### src/rtl/store_checker_sat_counter.sv
`default_nettype none
// +--------------------------------------------------------------------+
// | sat_counter : enabled up-counter that sticks at all-ones           |
// | Revision 1.0                                                       |
// +--------------------------------------------------------------------+
module sat_counter #(
   parameter int WIDTH = 16
) (
   input  logic             clk,
   input  logic             reset,
   input  logic             en_i,
   output logic [WIDTH-1:0] q_o
);
   localparam logic [WIDTH-1:0] c_one = WIDTH'(1);

   logic [WIDTH-1:0] r_q;

   always_ff @(posedge clk or negedge reset) begin
      if (!reset) begin
         r_q <= '0;
      end else if (en_i && (r_q != '1)) begin
         r_q <= r_q + c_one;
      end
   end

   assign q_o = r_q;
endmodule
`default_nettype wire

### config.mk
export PLATFORM = sky130hd
export DESIGN_NAME = sat_counter
export DESIGN_NICKNAME = d
export VERILOG_FILES = /design/src/rtl/store_checker_sat_counter.sv
export SDC_FILE = /design/constraint.sdc
export NUM_CORES = 1
export LEC_CHECK = 0
export ABC_AREA = 1
export BUFFER_PORTS_ARGS = -buffer_cell sky130_fd_sc_hd__buf_2
export CAP_MARGIN = 20
export CORE_MARGIN = 4
export CORE_UTILIZATION = 30
export DETAILED_ROUTE_END_ITERATION = 8
export GPL_ROUTABILITY_DRIVEN = 0
export SETUP_SLACK_MARGIN = 0.05
export SLEW_MARGIN = 20
export SYNTH_ARGS = -nofsm -noshare
export SYNTH_HDL_FRONTEND = slang
export SYNTH_SLANG_ARGS = --single-unit
### constraint.sdc
create_clock -name clk -period 2.9 [get_ports clk]
set_input_delay 0.145 -clock clk [delete_from_list [all_inputs] [get_ports clk]]
set_output_delay 0.145 -clock clk [all_outputs]
set_load 0.01 [all_outputs]
# Yosys cells after proc, flatten, opt, wreduce, memory -nomap -nowiden
# Cells that the tools add are included.
# W data, S select, Z words.
# totals
ff_bits,16
out_inout_bits,16
# op_classes
addsub,1
n_eq_ne,1
n_reduce_logical,1
# ops
cell,count
$add A16 B1 Y16 const B,1
$ne A16 B16 Y1 const B,1
$logic_and A1 B1 Y1,1

# Logic depth before layout (Yosys ltp)
# depth
ltp_word,2
depth_mapped,9
depth_no_buf,8

# Worst setup path before layout
# No wires, ideal clock.
# synth_path
path_kind,reg-to-reg
startpoint,"register r_q[0], in the netlist q_o[0]"
endpoint,"register r_q[6], in the netlist q_o[6]"
setup_ns,0.117
t_arrival_ns,1.406
slack_ns,1.377
stages_incl_launch_ff,10
path_cell_list,dfrtp_1 > ha_1 > inv_2 > nor2_4 > nand2_2 > nor2_4 > nor2_4 > buf_6 > nand2_1 > nand2_1
# synth_between
elab_chain_len,2
# synth_lines
item,line,text
start: declaration,16,logic [WIDTH-1:0] r_q;
start signal: assignment,22,r_q <= r_q + c_one;
branches (longest 2 deep; another with $add A16 B1 Y16),--,
# Parallel ways; which one is timed is not known.
# A chain may end at the register's enable or synchronous reset.

# Final worst setup path
# layout_path
startpoint,"register r_q[0], in the netlist q_o[0]"
endpoint,"register r_q[9], in the netlist q_o[9]"
# The elaborated chain is that of the path after synthesis.

==> flow_metrics.py <==
metrics = {
    "worst_setup_path": {
        "start_kind": "register",
        "cp-startpoint": "q_o[0]$_DFFE_PN0P_",
        "critPathMaxStageDelay_ns": 0.46,
        "critical_path.cell_chain": "ha_1, inv_2, nor2_4, nand2_2, nor2_4, nor2_4, o21ai_0",
        "cp-end-kind": "register",
        "cp.required_ns": 3.06,
        "path_common_cell": "nor2_4",
        "crit_fanout": 16,
        "worst_path_max_delay_cell": "dfrtp_1",
        "crit_arrival_ns": 1.80,
        "r2r_cells": 7,
        "worstReg2RegStart": "q_o[0]$_DFFE_PN0P_",
        "worstSetupPathType": "reg -> reg",
    },
    "finish": {
        "seqCellArea_um2": 400,
        "stdcell_count": 215,
        "largest_register_ffs": 16,
        "fin_util_pct": 36.2,
        "drive_above_1_share_pct": 21.3,
        "layout_commonest_cell": "nand2_1",
        "diodes": 0,
        "final_cell_mix": "64 x nand2_1, 18 x buf_2, 16 x dfrtp_1, 14 x nor2_1, 12 x inv_1",
        "syn2layout_area_growth_pct": 14.9,
        "fillerInstances": 402,
        "nets": 175,
        "final_area_mm2": 0.00122,
        "multiInputGateArea_um2": 587,
    },
    "drt": {
        "via_count": 973,
        "vias_per_cell": 4.53,
        "antenna_left": 0,
        "totalWireLength_mm": 2.35,
        "drc": 0,
        "dr.pass1.iters": 4,
        "routedWlPerCell_um": 10.9,
        "first_iter_violations": 37,
    },
    "yosys": {
        "yosysWarnings": 0,
        "synth_seq_cells": 16,
        "synth_nets": 153,
        "synth.distinct_cells": 17,
        "netlist_area_mm2": 0.00106,
        "avgSynthCellArea_um2": 7.10,
        "syn_inst": 149,
        "synth_seq_area_share_pct": 37.8,
    },
    "global_route": {
        "grt_antenna_before_repair": 0,
        "grt.total_usage_pct": 11.6,
        "grt_max_degree": 17,
        "grt_pass1_vias": 887,
        "overflow": 0,
        "grt_pass1_wl_mm": 4.03,
    },
    "power_and_ir_drop": {
        "clkPwrFrac_pct": 19.0,
        "power_mw": 0.626,
        "peakVddDrop_v": 0.000283,
        "p_seq_share_pct": 51.4,
        "p_per_area_mw_per_mm2": 515,
        "p_leak_nw": 0.579,
        "power_switching_share_pct": 38.4,
        "switchingPower_mw": 0.240,
        "internal_power_mw": 0.386,
        "combPwrFrac_pct": 29.6,
    },
    "floorplan": {
        "dieArea_mm2": 0.00454,
        "die_w_um": 67.4,
        "pin_count": 19,
        "die_h_um": 67.4,
        "start_util_pct": 31.5,
        "placementRows": 21,
        "core_mm2": 0.00336,
    },
    "clock_tree": {
        "cts_buffers": 3,
        "post_cts_buffers": 0,
        "cts_tree": "yes",
        "clockBufferDepth": 2,
        "clock_sinks": 16,
        "ctsHoldBuffers": 1,
        "htree_levels": 1,
        "cts_root_buf": "clkbuf_4",
        "cts.repair.resized": 0,
        "insertion_delay_ns": 0.29,
        "clk_pin_slew_ns": 0.10,
    },
    "worst_hold_path": {
        "min_from": "en_i",
        "min_path_type": "in -> reg",
        "hold_path_depth": 4,
    },
    "place": {
        "port_buffers": 18,
        "dp_hpwl_mm": 1.79,
        "placed_area_mm2": 0.00118,
        "dp.cells": 211,
    },
    "sta": {
        "tightest_slew_ns": 0.397,
        "worst_slew_margin_rel_pct": 73.5,
        "finalHoldViolations": 0,
        "finalSetupTns_ns": 0,
        "fin_crit_sh_pct": 56.7,
        "slew_viol_final": 0,
        "final.setup_skew_ns": 0.00695,
        "setup_viol": 0,
        "fin_crit_ns": 1.64,
        "fmax_mhz": 608,
        "rsz0062_at_grt": "false",
    },
    "outcome": {
        "outcome": "completed",
    },
    "flow_run": {
        "maxCapViolations": 0,
    },
}
-- Yosys cell counts (all sizes together) --
| master | instances | area (um^2) |
|---|---|---|
| inv | 13 | 48.8 |
| buf | 2 | 22.5 |
| xor2 | 1 | 8.76 |
| nand2 | 68 | 265 |
| ha | 1 | 12.5 |
| nand3 | 7 | 35.0 |
| o21ai | 9 | 52.6 |
| nor2 | 21 | 116 |
| dfrtp | 16 | 400 |
| nand4 | 6 | 52.6 |
| xnor2 | 5 | 43.8 |
-- final cells by class --
| class | instances | share of cell area [%] |
|---|---|---|
| clock buffer | 3 | 1.85 |
| inverter | 13 | 4.01 |
| multi-input combinational | 118 | 48.3 |
| sequential | 16 | 32.9 |
| tap | 46 | 4.73 |
| timing repair buffer | 19 | 8.23 |
-- routing by layer --
layer | global-route usage (%) | wire length (um) | vias to the layer above
met5 | 0 | 0 | -
met4 | 6.08 | 47 | 0
met3 | 1.50 | 98 | 5
met2 | 18.3 | 1080 | 19
met1 | 15.4 | 1120 | 443
li1 | - | - | 506
-- critical path: cells and delay by family (launching register included) --
kind,cells,cell delay (ns)
AOI/OAI and AO/OA,1,0.14
adders and majority gates,1,0.30
buffers and inverters,1,0.11
DFF,1,0.46
and+or+nand+nor,4,0.51
-- worst paths after layout --
path / end / slack [ns]
max: q_o[9]$_DFFE_PN0P_ / 1.26
min: q_o[12]$_DFFE_PN0P_ / 0.25
max reg2reg: q_o[9]$_DFFE_PN0P_ / 1.26
min reg2reg: q_o[1]$_DFFE_PN0P_ / 0.58
max in group asynchronous: q_o[1]$_DFFE_PN0P_ / 2.33
min in group asynchronous: q_o[13]$_DFFE_PN0P_ / 0.29
-- metrics by stage --
step	hold slack [ns]	setup slack, ns
global placement	0.0865	1.33
floorplan	-0.151	1.38
detailed placement	0.0874	1.27
finish	0.252	1.26
CTS	0.249	1.24
global route	0.276	1.14
-- power groups by stage --
stage / combinational, mW / clock (mW) / sequential, mW
floorplan: 0.107 / 0 / 0.333
global placement: 0.187 / 0 / 0.327
detailed placement: 0.190 / 0 / 0.326
CTS: 0.191 / 0.124 / 0.323
global route: 0.207 / 0.134 / 0.334
finish: 0.185 / 0.119 / 0.322
-- cells by family (layout without fill, tap and decap cells) --
family	after synthesis	in the layout	synth area share (%)
simple gates	102	102	44.3
flops	16	16	37.8
buf+inv	15	35	6.74
compound gates	9	9	4.96
xor+xnor	6	6	4.96
fa+ha+maj	1	1	1.18
Note: power is estimated with default switching activity, not from simulation.
